--- src/rtl/uart_mmio_responder.sv ---
// Memory-mapped 8N1 UART responder for the CPU I/O window: TX/RX engines,
// one-byte receive holding register, sticky error flags and a cycle counter.
module uart_mmio_responder #(
  parameter int CPU_CLOCK_FREQ = 50_000_000,
  parameter int BAUD_RATE      = 115200,
  parameter int CLKS_PER_BIT   = CPU_CLOCK_FREQ / BAUD_RATE
) (
  input  logic        clk,
  input  logic        rst,
  input  logic [4:0]  addr,
  input  logic        re,
  input  logic [3:0]  we,
  input  logic [31:0] wdata,
  output logic [31:0] rdata,
  input  logic        serial_rx,
  output logic        serial_tx
);

  localparam int CNT_W = $clog2(CLKS_PER_BIT);
  localparam logic [CNT_W-1:0] BIT_LAST  = CNT_W'(CLKS_PER_BIT - 1);
  localparam logic [CNT_W-1:0] HALF_LAST = CNT_W'(CLKS_PER_BIT / 2 - 1);

  localparam logic [2:0] REG_STATUS = 3'd0;
  localparam logic [2:0] REG_RXDATA = 3'd1;
  localparam logic [2:0] REG_TXDATA = 3'd2;
  localparam logic [2:0] REG_CYCLES = 3'd3;
  localparam logic [2:0] REG_CYCRST = 3'd4;

  typedef enum logic [1:0] {TX_IDLE, TX_START, TX_DATA, TX_STOP} tx_state_t;
  typedef enum logic [1:0] {RX_IDLE, RX_START, RX_DATA, RX_STOP} rx_state_t;

  // Bus decode
  logic [2:0] w_sel;
  logic       w_any_we;
  logic       w_rd;
  logic       w_rd_status;
  logic       w_rd_rxdata;
  logic       w_tx_wr;
  logic       w_cyc_clr;
  logic       w_unused;

  assign w_sel       = addr[4:2];
  assign w_any_we    = |we;
  assign w_rd        = re & ~w_any_we;
  assign w_rd_status = w_rd && (w_sel == REG_STATUS);
  assign w_rd_rxdata = w_rd && (w_sel == REG_RXDATA);
  assign w_tx_wr     = we[0] && (w_sel == REG_TXDATA);
  assign w_cyc_clr   = w_any_we && (w_sel == REG_CYCRST);
  assign w_unused    = ^{addr[1:0], wdata[31:8]};

  // RX line synchronizer
  logic r_rx_sync1;
  logic r_rx_sync2;
  logic w_rx;

  always_ff @(posedge clk) begin
    if (!rst) begin
      r_rx_sync1 <= 1'b1;
      r_rx_sync2 <= 1'b1;
    end else begin
      r_rx_sync1 <= serial_rx;
      r_rx_sync2 <= r_rx_sync1;
    end
  end

  assign w_rx = r_rx_sync2;

  // TX engine
  tx_state_t        r_tx_state, w_tx_state_next;
  logic [CNT_W-1:0] r_tx_cnt, w_tx_cnt_next;
  logic [2:0]       r_tx_idx, w_tx_idx_next;
  logic [7:0]       r_tx_shift, w_tx_shift_next;
  logic             r_tx_out, w_tx_out_next;
  logic             w_tx_ready;

  assign w_tx_ready = (r_tx_state == TX_IDLE);

  always_ff @(posedge clk) begin
    if (!rst) begin
      r_tx_state <= TX_IDLE;
      r_tx_cnt   <= '0;
      r_tx_idx   <= '0;
      r_tx_shift <= '0;
      r_tx_out   <= 1'b1;
    end else begin
      r_tx_state <= w_tx_state_next;
      r_tx_cnt   <= w_tx_cnt_next;
      r_tx_idx   <= w_tx_idx_next;
      r_tx_shift <= w_tx_shift_next;
      r_tx_out   <= w_tx_out_next;
    end
  end

  always_comb begin
    w_tx_state_next = r_tx_state;
    w_tx_cnt_next   = r_tx_cnt;
    w_tx_idx_next   = r_tx_idx;
    w_tx_shift_next = r_tx_shift;
    w_tx_out_next   = r_tx_out;
    case (r_tx_state)
      TX_IDLE: begin
        w_tx_out_next = 1'b1;
        if (w_tx_wr) begin
          w_tx_state_next = TX_START;
          w_tx_cnt_next   = '0;
          w_tx_shift_next = wdata[7:0];
          w_tx_out_next   = 1'b0;
        end
      end
      TX_START: begin
        if (r_tx_cnt == BIT_LAST) begin
          w_tx_state_next = TX_DATA;
          w_tx_cnt_next   = '0;
          w_tx_idx_next   = '0;
          w_tx_out_next   = r_tx_shift[0];
        end else begin
          w_tx_cnt_next = r_tx_cnt + 1'b1;
        end
      end
      TX_DATA: begin
        if (r_tx_cnt == BIT_LAST) begin
          w_tx_cnt_next = '0;
          if (r_tx_idx == 3'd7) begin
            w_tx_state_next = TX_STOP;
            w_tx_out_next   = 1'b1;
          end else begin
            w_tx_idx_next   = r_tx_idx + 3'd1;
            w_tx_shift_next = {1'b0, r_tx_shift[7:1]};
            w_tx_out_next   = r_tx_shift[1];
          end
        end else begin
          w_tx_cnt_next = r_tx_cnt + 1'b1;
        end
      end
      TX_STOP: begin
        if (r_tx_cnt == BIT_LAST) begin
          w_tx_state_next = TX_IDLE;
          w_tx_cnt_next   = '0;
        end else begin
          w_tx_cnt_next = r_tx_cnt + 1'b1;
        end
      end
      default: w_tx_state_next = TX_IDLE;
    endcase
  end

  assign serial_tx = r_tx_out;

  // RX engine
  rx_state_t        r_rx_state, w_rx_state_next;
  logic [CNT_W-1:0] r_rx_cnt, w_rx_cnt_next;
  logic [2:0]       r_rx_idx, w_rx_idx_next;
  logic [7:0]       r_rx_shift, w_rx_shift_next;
  logic             w_rx_done;
  logic             w_rx_ferr;

  always_ff @(posedge clk) begin
    if (!rst) begin
      r_rx_state <= RX_IDLE;
      r_rx_cnt   <= '0;
      r_rx_idx   <= '0;
      r_rx_shift <= '0;
    end else begin
      r_rx_state <= w_rx_state_next;
      r_rx_cnt   <= w_rx_cnt_next;
      r_rx_idx   <= w_rx_idx_next;
      r_rx_shift <= w_rx_shift_next;
    end
  end

  always_comb begin
    w_rx_state_next = r_rx_state;
    w_rx_cnt_next   = r_rx_cnt;
    w_rx_idx_next   = r_rx_idx;
    w_rx_shift_next = r_rx_shift;
    w_rx_done       = 1'b0;
    w_rx_ferr       = 1'b0;
    case (r_rx_state)
      RX_IDLE: begin
        if (!w_rx) begin
          w_rx_state_next = RX_START;
          w_rx_cnt_next   = '0;
        end
      end
      RX_START: begin
        // Re-check mid start bit so short low glitches are rejected.
        if (r_rx_cnt == HALF_LAST) begin
          w_rx_cnt_next   = '0;
          w_rx_idx_next   = '0;
          w_rx_state_next = w_rx ? RX_IDLE : RX_DATA;
        end else begin
          w_rx_cnt_next = r_rx_cnt + 1'b1;
        end
      end
      RX_DATA: begin
        if (r_rx_cnt == BIT_LAST) begin
          w_rx_cnt_next   = '0;
          w_rx_shift_next = {w_rx, r_rx_shift[7:1]};
          if (r_rx_idx == 3'd7) begin
            w_rx_state_next = RX_STOP;
          end else begin
            w_rx_idx_next = r_rx_idx + 3'd1;
          end
        end else begin
          w_rx_cnt_next = r_rx_cnt + 1'b1;
        end
      end
      RX_STOP: begin
        if (r_rx_cnt == BIT_LAST) begin
          w_rx_cnt_next   = '0;
          w_rx_state_next = RX_IDLE;
          w_rx_done       = w_rx;
          w_rx_ferr       = ~w_rx;
        end else begin
          w_rx_cnt_next = r_rx_cnt + 1'b1;
        end
      end
      default: w_rx_state_next = RX_IDLE;
    endcase
  end

  // Holding register and sticky flags
  logic [7:0] r_rx_byte;
  logic       r_rx_valid;
  logic       r_overrun;
  logic       r_frame_err;

  always_ff @(posedge clk) begin
    if (!rst) begin
      r_rx_byte   <= '0;
      r_rx_valid  <= 1'b0;
      r_overrun   <= 1'b0;
      r_frame_err <= 1'b0;
    end else begin
      // A read in the completion cycle frees the holder for the new byte.
      if (w_rx_done && (!r_rx_valid || w_rd_rxdata)) begin
        r_rx_byte  <= r_rx_shift;
        r_rx_valid <= 1'b1;
      end else if (w_rd_rxdata) begin
        r_rx_valid <= 1'b0;
      end

      if (w_rx_done && r_rx_valid && !w_rd_rxdata) begin
        r_overrun <= 1'b1;
      end else if (w_rd_status) begin
        r_overrun <= 1'b0;
      end

      if (w_rx_ferr) begin
        r_frame_err <= 1'b1;
      end else if (w_rd_status) begin
        r_frame_err <= 1'b0;
      end
    end
  end

  // Cycle counter
  logic [31:0] r_cycles;

  always_ff @(posedge clk) begin
    if (!rst) begin
      r_cycles <= '0;
    end else if (w_cyc_clr) begin
      r_cycles <= '0;
    end else begin
      r_cycles <= r_cycles + 32'd1;
    end
  end

  // Read data
  logic [31:0] r_rdata, w_rdata_next;

  always_comb begin
    w_rdata_next = '0;
    if (w_rd) begin
      case (w_sel)
        REG_STATUS: w_rdata_next = {28'd0, r_frame_err, r_overrun, r_rx_valid, w_tx_ready};
        REG_RXDATA: w_rdata_next = {24'd0, r_rx_byte};
        REG_CYCLES: w_rdata_next = r_cycles;
        default:    w_rdata_next = '0;
      endcase
    end
  end

  always_ff @(posedge clk) begin
    if (!rst) begin
      r_rdata <= '0;
    end else begin
      r_rdata <= w_rdata_next;
    end
  end

  assign rdata = r_rdata;

endmodule

--- config.mk ---
export PLATFORM = sky130hd
export DESIGN_NAME = uart_mmio_responder
export DESIGN_NICKNAME = d
export VERILOG_FILES = /design/src/rtl/uart_mmio_responder.sv
export SDC_FILE = /design/constraint.sdc
export NUM_CORES = 1
export LEC_CHECK = 0
export ABC_AREA = 1
export CAP_MARGIN = 20
export CORE_MARGIN = 3
export CORE_UTILIZATION = 50
export CTS_CLUSTER_SIZE = 20
export DETAILED_ROUTE_END_ITERATION = 7
export GPL_ROUTABILITY_DRIVEN = 0
export PLACE_DENSITY = 0.73
export SYNTH_ARGS = -nofsm -noshare
export SYNTH_HDL_FRONTEND = slang
export SYNTH_SLANG_ARGS = --single-unit
--- constraint.sdc ---
create_clock -name clk -period 2.1 [get_ports clk]
set_input_delay 0.42 -clock clk [delete_from_list [all_inputs] [get_ports clk]]
set_output_delay 0.42 -clock clk [all_outputs]
set_load 0.005 [all_outputs]
==> impl_metrics.env, run 1 <==
export IMPL_r2r_setup_slack_ns=0.35
export IMPL_htree_levels=4
export IMPL_grt_first_pass_wirelength_um=22660
export IMPL_cts_hold_buf=0
export IMPL_slowest_stage="clkdlybuf4s50_1"
export IMPL_syn_nets=865
export IMPL_p_comb_share_pct=12.4
export IMPL_synth_ff_latch_count=122
export IMPL_final_instance_count_excl_fill=1023
export IMPL_max_freq_mhz=553.1
export IMPL_holdCritStartpoint="r_rx_sync1"
export IMPL_min_path_cells=1
export IMPL_tightest_slew_ns=0.4895
export IMPL_min_to="r_rx_sync2"
export IMPL_clkLatencyLatePin_ns=0.53
export IMPL_maxUsedRoutingLayer="met4"
export IMPL_setup_violations=0
export IMPL_overflow=0
export IMPL_place_port_buffers=51
export IMPL_fin_skew_ns=0.005781
export IMPL_met1Wirelength_um=5398
export IMPL_vias_per_cell=5.215
export IMPL_drc_errors=0
export IMPL_rsz0062_at_grt="no"
export IMPL_startpoint_type="register"
export IMPL_dp_cells=992
export IMPL_reg2reg_depth=8
export IMPL_yosys_most_used_dff="dfxtp_1"
export IMPL_synth_most_common_cell="nand2_1"
export IMPL_hold_path_class="reg -> reg"
export IMPL_worstPathArrival_ns=1.39
export IMPL_antenna_left=0
export IMPL_synth_seq_area_share_pct=43.92
export IMPL_max_clock_path_buffers=2
export IMPL_report_final_slew_viol_count=0
export IMPL_initial_core_util_pct=52.68
export IMPL_drtIter0Drc=327
export IMPL_p_leak_nw=2.598
export IMPL_die_x_um=111.5
export IMPL_die_area_um2=12420
export IMPL_period_needed_ns=1.808
export IMPL_wl_met2_um=6901
export IMPL_grt_usage_pct=22.01
export IMPL_ys_types=34
export IMPL_regToRegEndpoint="r_tx_shift[1]"
export IMPL_num_rows=37
export IMPL_vias=5335
export IMPL_avgRoutedWirePerCell_um=12.89
export IMPL_cts_made_buffers=17
export IMPL_finalHoldViolations=0
export IMPL_cp_max_fo=2
export IMPL_power_density_nw_per_um2=903.3
export IMPL_cpPeakStageDelay_ns=0.51
export IMPL_cp_top_family="buffers and inverters"
export IMPL_cts_root_buf="clkbuf_8"
export IMPL_grt_pass1_vias=5237
export IMPL_clockPowerShare_pct=47.5
export IMPL_io_pins=78
export IMPL_path_buf_inv=1
export IMPL_wl_um=13180
export IMPL_layout_nets=935
export IMPL_clk_pin_slew_worst_paths_ns=0.06
export IMPL_synth_area_top_cells="dfxtp_1 (44%), nand2_1 (16%), a21oi_1 (6.1%)"
export IMPL_cts_tree="built"
export IMPL_synth_top_area_share_pct=43.92
export IMPL_synth_warnings=0
export IMPL_cts_repair_resized=0
export IMPL_clock_sinks=122
export IMPL_routed_wl_met3_um=525
export IMPL_post_route_period_util_pct=86.09
export IMPL_layout_drive_gt1_share_pct=8.230
export IMPL_intPower_w=0.004668
export IMPL_cp_end_kind="output pin"
export IMPL_tns_ns=0
export IMPL_antenna_cells=0
export IMPL_slew_headroom_pct=67.32
export IMPL_core_um2=10560
export IMPL_dp_hpwl_um=9569
export IMPL_seq_power_share_pct=40.2
export IMPL_synth_top_area_cell="dfxtp_1"
export IMPL_vdd_drop_max_v=0.0006093
export IMPL_syn_inst=805
export IMPL_switching_power_w=0.001554
export IMPL_postCtsSetupBuffers=0
export IMPL_r2r_start="r_tx_cnt[0]"
export IMPL_swShare_pct=24.98
export IMPL_status="completed"
export IMPL_synth_common_cells="nand2_1 (234), dfxtp_1 (122), inv_1 (87)"
export IMPL_antenna_found_initial=0
export IMPL_die_height_um=111.5
export IMPL_crit_chain="clkdlybuf4s50_1"
export IMPL_syn_avg_cell_area_um2=6.907
export IMPL_synth_enable_flop_cells=0
export IMPL_grt_max_degree=32
export IMPL_critPathRequiredTime_ns=1.68
export IMPL_syn_area_um2=5560
export IMPL_cap_violations=0
export IMPL_path_class="reg -> out"
export IMPL_syn2layout_area_growth_pct=23.87
export IMPL_firstDrtPassIters=5
export IMPL_async_flop_share_pct=0
[routing by layer]
| metal | vias up | track usage [%] |
|---|---|---|
| li1 | 2727 | - |
| met1 | 2462 | 22.97 |
| met2 | 116 | 40.81 |
| met3 | 30 | 6.087 |
| met4 | 0 | 10.14 |
| met5 | - | 0 |
[metrics by stage]
| step | hold WS, ns | setup slack [ns] | instance area, um^2 | util (%) | total power, W |
|---|---|---|---|---|---|
| floorplan | 0.3925 | 0.6197 | 5560 | - | 0.003053 |
| global placement | 0.3954 | 0.1352 | 6285 | 59.54 | 0.003267 |
| detailed placement | 0.4036 | 0.04111 | 6285 | 59.54 | 0.003302 |
| CTS | 0.4171 | 0.2725 | 6888 | 65.26 | 0.006245 |
| global route | 0.4212 | 0.1436 | 6888 | 65.26 | 0.006481 |
| finish | 0.4243 | 0.2921 | 6888 | 65.26 | 0.006222 |
[kinds of logic (layout without fill, tap and decap cells)]
logic type               after synthesis  after routing  share of synthesized area, %
XOR/XNOR                               5              5                        0.7875
adder cells (fa/ha/maj)               15             15                         3.375
buffers and inverters                114            196                         7.786
flip-flops                           122            122                         43.92
AO/OA/AOI/OAI                        102            102                         9.721
AND/OR/NAND/NOR                      447            447                         34.41
[registers in the layout, summed over array words and instances (netlist names), named ones only]
name and count:
serial_tx 1, rdata 32, r_tx_idx 3, r_rx_shift 8, r_rx_sync1 1, r_tx_cnt 9
r_cycles 32, r_rx_valid 1, r_rx_byte 8, r_rx_cnt 9, r_tx_state 2, r_tx_shift 8
r_frame_err 1, r_rx_sync2 1, r_rx_idx 3, r_overrun 1, r_rx_state 1
[cell type report]
cell class | instances | area (um^2)
clock buffer | 24 | 490.5
tap | 136 | 170.2
sequential | 122 | 2442
fill | 931 | 3667
multi-input combinational | 569 | 2685
timing repair buffer | 64 | 608.1
clock inverter | 7 | 112.6
inverter | 101 | 379.1
[worst reg2reg max path, cell delays in order (launching register included)]
cell     delay, ns
dfxtp_1       0.39
ha_1          0.17
nand2_1       0.06
nor3_1        0.26
nand2_1       0.17
nand2_1       0.25
nand2_2       0.17
nand2_1       0.11
a21oi_1       0.07
[worst max path at each step]
stage	endpoint	from	slack, ns	depth (start not counted)
after floorplan	r_rx_byte[7]	r_rx_cnt[1]	0.62	9
after global placement	rdata[1]	we[3]	0.14	6
after detailed placement	rdata[1]	we[3]	0.04	6
after CTS	serial_tx	serial_tx	0.27	1
after global routing	r_rx_byte[1]	r_rx_cnt[1]	0.14	9
final	serial_tx	serial_tx	0.29	1
[placed cells by master (no fill, tap or decap), types with 3 or more instances in the layout]
master / netlist / routed
nor2_1: 82 / 82
o21ai_0: 21 / 21
bufinv_16: 0 / 3
a21oi_1: 68 / 68
o211ai_1: 3 / 3
or2_2: 4 / 4
ha_1: 15 / 15
xor2_1: 5 / 5
buf_4: 0 / 13
nand2_2: 4 / 4
nand3_1: 62 / 62
clkinv_2: 0 / 3
nor2_2: 3 / 3
clkbuf_8: 0 / 6
inv_2: 12 / 12
clkdlybuf4s50_1: 0 / 51
nand4_1: 7 / 7
dfxtp_1: 122 / 122
nand2_1: 234 / 234
nor3_1: 40 / 40
clkbuf_16: 0 / 16
inv_1: 87 / 87
a31oi_1: 4 / 4
[power by group through the flow]
| stage | combinational, W | sequential [W] | clock [W] |
|---|---|---|---|
| after floorplan | 0.000526 | 0.00253 | 0 |
| after global placement | 0.000728 | 0.00254 | 0 |
| after detailed placement | 0.000756 | 0.00255 | 0 |
| after CTS | 0.000769 | 0.00250 | 0.00298 |
| after global routing | 0.000876 | 0.00251 | 0.00309 |
| final | 0.000771 | 0.00250 | 0.00295 |
Power figures use the tool's default switching activity.
==> run 2: changes to the inputs <==
- GPL_TIMING_DRIVEN: unset -> 0
==> impl_metrics.env, run 2 (synthesis results as in run 1) <==
export IMPL_overflow=0
export IMPL_grt_usage_pct=22.09
export IMPL_cp_startpoint="serial_tx"
export IMPL_grt_pass1_vias=5078
export IMPL_final_instance_count_excl_fill=1022
export IMPL_antenna_cells=0
export IMPL_initial_core_util_pct=52.68
export IMPL_cap_violations=0
export IMPL_cts_repair_resized=0
export IMPL_htree_levels=4
export IMPL_reg2reg_depth=8
export IMPL_syn2layout_area_growth_pct=23.49
export IMPL_die_area_um2=12420
export IMPL_fin_skew_ns=0.009433
export IMPL_place_port_buffers=50
export IMPL_tightest_slew_ns=0.5588
export IMPL_antenna_left=0
export IMPL_cp_max_fo=2
export IMPL_layout_nets=934
export IMPL_startpoint_type="register"
export IMPL_fin_util_pct=65.05
export IMPL_total_power_w=0.006306
export IMPL_dp_hpwl_um=9743
export IMPL_r2r_start="r_cycles[0]"
export IMPL_die_height_um=111.5
export IMPL_cp_top_family="buffers and inverters"
export IMPL_grt_max_degree=17
export IMPL_cts_tree="built"
export IMPL_antenna_found_initial=0
export IMPL_report_final_slew_viol_count=0
export IMPL_max_clock_path_buffers=2
export IMPL_postCtsSetupBuffers=0
export IMPL_power_density_nw_per_um2=918.3
export IMPL_rsz0062_at_grt="no"
export IMPL_worstPathArrival_ns=1.37
export IMPL_vdd_drop_max_v=0.0007960
export IMPL_drtIter0Drc=296
export IMPL_cts_hold_buf=0
export IMPL_setup_violations=0
export IMPL_fin_ws_ns=0.3061
export IMPL_io_pins=78
export IMPL_path_class="reg -> out"
export IMPL_die_x_um=111.5
export IMPL_firstDrtPassIters=5
export IMPL_clkLatencyLatePin_ns=0.53
export IMPL_final_cell_mix="nand2_1 (234), dfxtp_1 (122), inv_1 (87)"
export IMPL_cpPeakStageDelay_ns=0.51
export IMPL_min_path_cells=3
export IMPL_vias=5288
export IMPL_holdCritStartpoint="rst"
export IMPL_max_freq_mhz=557.5
export IMPL_cts_made_buffers=17
export IMPL_pre_cts_ws_ns=-0.1775
export IMPL_final_common_cell="nand2_1"
export IMPL_layout_drive_gt1_share_pct=7.336
export IMPL_path_depth=1
export IMPL_slew_headroom_pct=62.46
export IMPL_crit_chain="clkdlybuf4s50_1"
export IMPL_status="completed"
export IMPL_drc_errors=0
export IMPL_grt_first_pass_wirelength_um=22490
export IMPL_vias_per_cell=5.174
export IMPL_core_um2=10560
export IMPL_path_buf_inv=1
export IMPL_clk_pin_slew_worst_paths_ns=0.06
export IMPL_period_needed_ns=1.794
export IMPL_dp_cells=991
export IMPL_fillers=923
export IMPL_hold_path_class="in -> reg"
export IMPL_slowest_stage="clkdlybuf4s50_1"
export IMPL_cp_end_kind="output pin"
export IMPL_post_route_period_util_pct=85.42
export IMPL_p_leak_nw=2.578
export IMPL_critPathRequiredTime_ns=1.68
export IMPL_num_rows=37
export IMPL_finalHoldViolations=0
export IMPL_clock_sinks=122
export IMPL_wl_um=13260
export IMPL_avgRoutedWirePerCell_um=12.97
export IMPL_cts_root_buf="clkbuf_8"
run 2: changes by cell type in the layout (fill, tap and decap cells not counted), sizes merged:
cell | before | now
clkdlybuf4s50 | 51 | 50
bufinv | 3 | 4
clkbuf | 24 | 32
buf | 13 | 5
clkinvlp | 1 | 0
run 2: stage by stage:
step	hold slack, ns	instance area [um^2]	setup TNS [ns]
after global placement	0.3962	6231	-2.583
after global routing	0.2435	6867	0
after CTS	0.2210	6867	0
after floorplan	0.3925	5560	0
final	0.2371	6867	0
after detailed placement	0.4085	6231	-4.448
run 2: worst paths after layout:
| path | end | slack [ns] |
|---|---|---|
| worst max-delay path | serial_tx | 0.31 |
| worst min-delay path | r_tx_state[1] | 0.24 |
| worst max register to register | r_cycles[28] | 0.35 |
| worst min register to register | r_rx_sync2 | 0.42 |
run 2: metal layers:
metal,part of all wire (%),vias to the layer above,GRT usage [%]
met4,3.2,0,10.62
met2,51,139,39.69
met3,4.9,33,5.870
met5,0,-,0
met1,41,2393,24.08
li1,-,2723,-
run 2: area by class of cell:
class	instances	area, um^2	area share, %
clock buffers	24	500.5	7.289
inverters	101	379.1	5.521
well taps	136	170.2	2.478
multi-input cells	569	2685	39.10
flip-flops and latches	122	2442	35.57
plain buffers	13	53.80	0.7835
repair buffers	50	500.5	7.289
clock inverters	7	135.1	1.968
run 2: power breakdown:
group | internal, W | total (W) | switching [W]
sequential | 0.00242 | 0.00250 | 0.0000720
combinational | 0.000253 | 0.000721 | 0.000469
clock | 0.00210 | 0.00309 | 0.000985
==> variant 1: new RTL, config.mk and constraints of run 1 <==
Add an input register stage for `addr`, `re`, `we`, `wdata` and `serial_rx`, with the module's reset; this delays them by one clock.
--- a/src/rtl/uart_mmio_responder.sv
+++ b/src/rtl/uart_mmio_responder.sv
@@ -31,2 +31,24 @@
 
+  logic [4:0] addr_q;
+  logic re_q;
+  logic [3:0] we_q;
+  logic [31:0] wdata_q;
+  logic serial_rx_q;
+
+  always_ff @(posedge clk) begin
+    if (!rst) begin
+      addr_q      <= '0;
+      re_q        <= '0;
+      we_q        <= '0;
+      wdata_q     <= '0;
+      serial_rx_q <= '0;
+    end else begin
+      addr_q      <= addr;
+      re_q        <= re;
+      we_q        <= we;
+      wdata_q     <= wdata;
+      serial_rx_q <= serial_rx;
+    end
+  end
+
   // Bus decode
@@ -41,10 +63,10 @@
 
-  assign w_sel       = addr[4:2];
-  assign w_any_we    = |we;
-  assign w_rd        = re & ~w_any_we;
+  assign w_sel       = addr_q[4:2];
+  assign w_any_we    = |we_q;
+  assign w_rd        = re_q & ~w_any_we;
   assign w_rd_status = w_rd && (w_sel == REG_STATUS);
   assign w_rd_rxdata = w_rd && (w_sel == REG_RXDATA);
-  assign w_tx_wr     = we[0] && (w_sel == REG_TXDATA);
+  assign w_tx_wr     = we_q[0] && (w_sel == REG_TXDATA);
   assign w_cyc_clr   = w_any_we && (w_sel == REG_CYCRST);
-  assign w_unused    = ^{addr[1:0], wdata[31:8]};
+  assign w_unused    = ^{addr_q[1:0], wdata_q[31:8]};
 
@@ -60,3 +82,3 @@
     end else begin
-      r_rx_sync1 <= serial_rx;
+      r_rx_sync1 <= serial_rx_q;
       r_rx_sync2 <= r_rx_sync1;
@@ -105,3 +127,3 @@
           w_tx_cnt_next   = '0;
-          w_tx_shift_next = wdata[7:0];
+          w_tx_shift_next = wdata_q[7:0];
           w_tx_out_next   = 1'b0;
Formal check against the unedited RTL: not equivalent (a bounded check fails within 4 cycles, from zero or initial values and one cycle with rst low).
==> variant 1 against run 1 <==
  * Fmax rose by 2.9%
  * Setup slack improved by 52 ps
  * Final area rose by 5.3%
  * Power rose by 5.3%
  * Sequential share of layout area rose by 2.9 points
  * Sequential cell count rose by 17
  * Wire length fell by 4.3%
  * Synthesized area rose by 7.6%
==> variant 1: results <==
metrics = {
    "yosys": {
        "synth-seq-cells": 139,
        "syn_nets": 883,
        "ys_types": 37,
    },
    "route": {
        "wl_met2_um": 6286,
        "viasPerCell": 5.053,
        "routed-wl-met3_um": 465,
        "wl_um": 12620,
        "vias": 5250,
    },
    "final_layout": {
        "fillCellCount": 1039,
        "final_nets": 943,
        "clk_share": 0.08283,
        "buf_share": 0.07869,
    },
    "critical_path": {
        "r2r_cells": 7,
        "cp_max_fo": 9,
        "worstReg2RegStart": "r_tx_state[0]",
        "crit_arrival_ps": 2060,
    },
    "pwr": {
        "leakage_nw": 2.848,
        "clkPwrFrac": 0.455,
        "pg_seq_mw": 2.81,
        "ir_worst_vdd_mv": 0.7164,
    },
    "place": {
        "dp_hpwl_um": 9032,
        "dpl_cell_area_mm2": 0.006650,
    },
    "grt": {
        "grt_pass1_wl_um": 21550,
        "met1_usage": 0.2393,
    },
    "run_status": {
        "outcome": "finished clean",
    },
    "clock_network": {
        "cts-root-buf": "clkbuf_16",
        "clkLatencyLatePin_ps": 420,
    },
    "sta": {
        "maxClockFrequency_mhz": 569.4,
        "skew_ps": 4.993,
    },
}
-- variant 1: cells by family (layout without fill, tap and decap cells) --
group	after synthesis	after routing	synth area share
and+or+nand+nor	423	423	0.3066
AOI/OAI and AO/OA	105	105	0.09663
DFF	139	139	0.4652
xor gates and xnor gates	11	11	0.01611
adders and majority gates	15	15	0.03137
buffers and inverters	130	203	0.08408
-- variant 1: worst min-delay path by stage --
stage | start | endpoint | slack [ps] | cells after the start
floorplan | serial_rx_q | r_rx_sync1 | 390 | 1
global placement | serial_rx_q | r_rx_sync1 | 400 | 1
detailed placement | serial_rx_q | r_rx_sync1 | 400 | 1
CTS | serial_rx_q | r_rx_sync1 | 420 | 1
global route | serial_rx_q | r_rx_sync1 | 430 | 1
finish | serial_rx_q | r_rx_sync1 | 410 | 1
-- variant 1: worst max-delay path: stages, from the launching register on --
cell and delay [ps]:
dfxtp_1 360, inv_1 100, ha_1 320, nand2_1 200
o21ai_0 120, nor2_1 280, o21ai_0 140, o211a_1 120
==> variant 2: new RTL, settings of run 1 <==
Made on the original files. Change the parameter `CPU_CLOCK_FREQ` from 50_000_000 to 200_000_000.
--- a/src/rtl/uart_mmio_responder.sv
+++ b/src/rtl/uart_mmio_responder.sv
@@ -3,3 +3,3 @@
 module uart_mmio_responder #(
-  parameter int CPU_CLOCK_FREQ = 50_000_000,
+  parameter int CPU_CLOCK_FREQ = 200_000_000,
   parameter int BAUD_RATE      = 115200,
Formal check against the unedited RTL: same outputs for any inputs over 10 cycles, from zero or initial values and one cycle with rst low; that may be too few to reach the edited logic, so the function may still have changed.
==> variant 2 against run 1 <==
  * Wire length rose by 2.7%
  * Non-clock buffer count fell by 1
  * Critical path type is now register to register
  * Critical path depth rose by 8
  * Highest routed layer unchanged
  * Sequential cell count rose by 4
  * Power rose by 2.7%
  * Final area rose by 2.4%
  * Synthesized area rose by 4.7%
  * Setup slack got worse by 78 ps
==> variant 2: results <==
metrics = {
    "run_status": {
        "outcome": "finished clean",
    },
    "sta": {
        "finalHoldViolCount": 0,
        "skew_ps": 9.354,
        "max-slew-margin-rel": 0.6616,
    },
    "yosys": {
        "synth_common_cells": "nand2_1 (220), dfxtp_1 (126), inv_1 (110), nor2_1 (108), a21oi_1 (65)",
        "synthTopCellsByArea": "dfxtp_1 (43%), nand2_1 (14%), inv_1 (7.1%)",
        "async_flop_share": 0,
        "yosys_warnings": 0,
        "ys_seq_area_frac": 0.4333,
        "ys.flop_type": "dfxtp_1",
        "syn_avg_cell_area_um2": 6.873,
        "syn_nets": 904,
        "ys_types": 36,
    },
    "final_layout": {
        "drive_gt1_frac": 0.08000,
        "finalInstanceArea_mm2": 0.007056,
        "finalNonFillerCells": 1065,
        "fillCellCount": 1011,
        "antennaDiodeCount": 0,
        "final_nets": 970,
    },
    "grt": {
        "grt_pass1_vias": 5274,
        "grt_antenna_before_repair": 0,
        "grt_start_max_net_pins": 29,
        "grt.total_usage": 0.2210,
        "grt_pass1_wl_um": 23250,
    },
    "critical_path": {
        "cp_slowest_cell": "dfxtp_1",
        "cp_max_fo": 13,
        "max_stage_delay_ps": 390,
        "crit_arrival_ps": 2230,
    },
    "pwr": {
        "leakage_nw": 2.774,
        "ir_worst_vdd_mv": 0.5889,
    },
    "place": {
        "port_buffers": 51,
        "dp.cells": 1034,
        "dp_hpwl_um": 10000,
        "dpl_cell_area_mm2": 0.006511,
    },
    "clock_network": {
        "htreeDepth": 4,
        "cts_buffers": 17,
        "cts_setup_buffers": 0,
        "cts-root-buf": "clkbuf_16",
        "clk_pin_slew_ps": 50,
        "ctsResizeCount": 0,
        "ctsLongestPathBuffers": 2,
        "clkLatencyLatePin_ps": 410,
    },
    "route": {
        "first_pass_iters": 5,
        "viasPerCell": 5.228,
        "drtIter0Drc": 429,
        "wire_per_inst_um": 12.72,
    },
    "min_path": {
        "min_path_type": "register to register",
    },
}
## variant 2: cell families after synthesis
logic type                 count (synthesis)  synth area share
and+or+nand+nor                          469            0.3501
buffers and inverters                    134           0.09091
DFF                                      126            0.4333
AOI/OAI and AO/OA                        102           0.09392
adders and majority gates                 12           0.02579
xor gates and xnor gates                   4          0.006017
## variant 2: area by class of cell
class                           count  area share
Multi-Input combinational cell    587      0.3926
Sequential cell                   126      0.3575
Timing Repair Buffer               63     0.08512
Clock buffer                       24     0.06827
Inverter                          118     0.06278
Tap cell                          140     0.02483
Clock inverter                      7    0.008867
## variant 2: routing by layer
metal,GRT usage,up-vias,wire (µm)
li1,-,2839,-
met1,0.2736,2555,6206
met2,0.3647,155,6340
met3,0.05995,19,774
met4,0.09105,0,221
met5,0,-,0
## variant 2: final timing paths
kind                  from       endpoint  slack (ps)  cells past startpoint
min             r_rx_sync1     r_rx_sync2         420                      1
min reg2reg     r_rx_sync1     r_rx_sync2         420                      1
max          r_tx_state[0]  r_tx_shift[3]         210                      9
max reg2reg  r_tx_state[0]  r_tx_shift[3]         210                      9
## variant 2: power breakdown
group | leakage (nW) | internal [mW] | switching (mW)
Clock | 0.270 | 1.70 | 1.01
Combinational | 1.49 | 0.388 | 0.693
Sequential | 1.02 | 2.52 | 0.0797
Total | 2.77 | 4.61 | 1.78
## variant 2: stage by stage
step                power (mW)  setup slack [ps]
global route             6.712             5.433
CTS                      6.428             204.3
global placement         3.674             126.5
floorplan                3.396             673.4
finish                   6.387             214.3
detailed placement       3.725             49.02
## variant 2: worst max-delay path: cells and delay by family, from the launching register on
kind,cells,cell delay (ps)
compound gates,1,130
fa+ha+maj,1,370
buf+inv,2,240
flops,1,390
simple gates,5,690
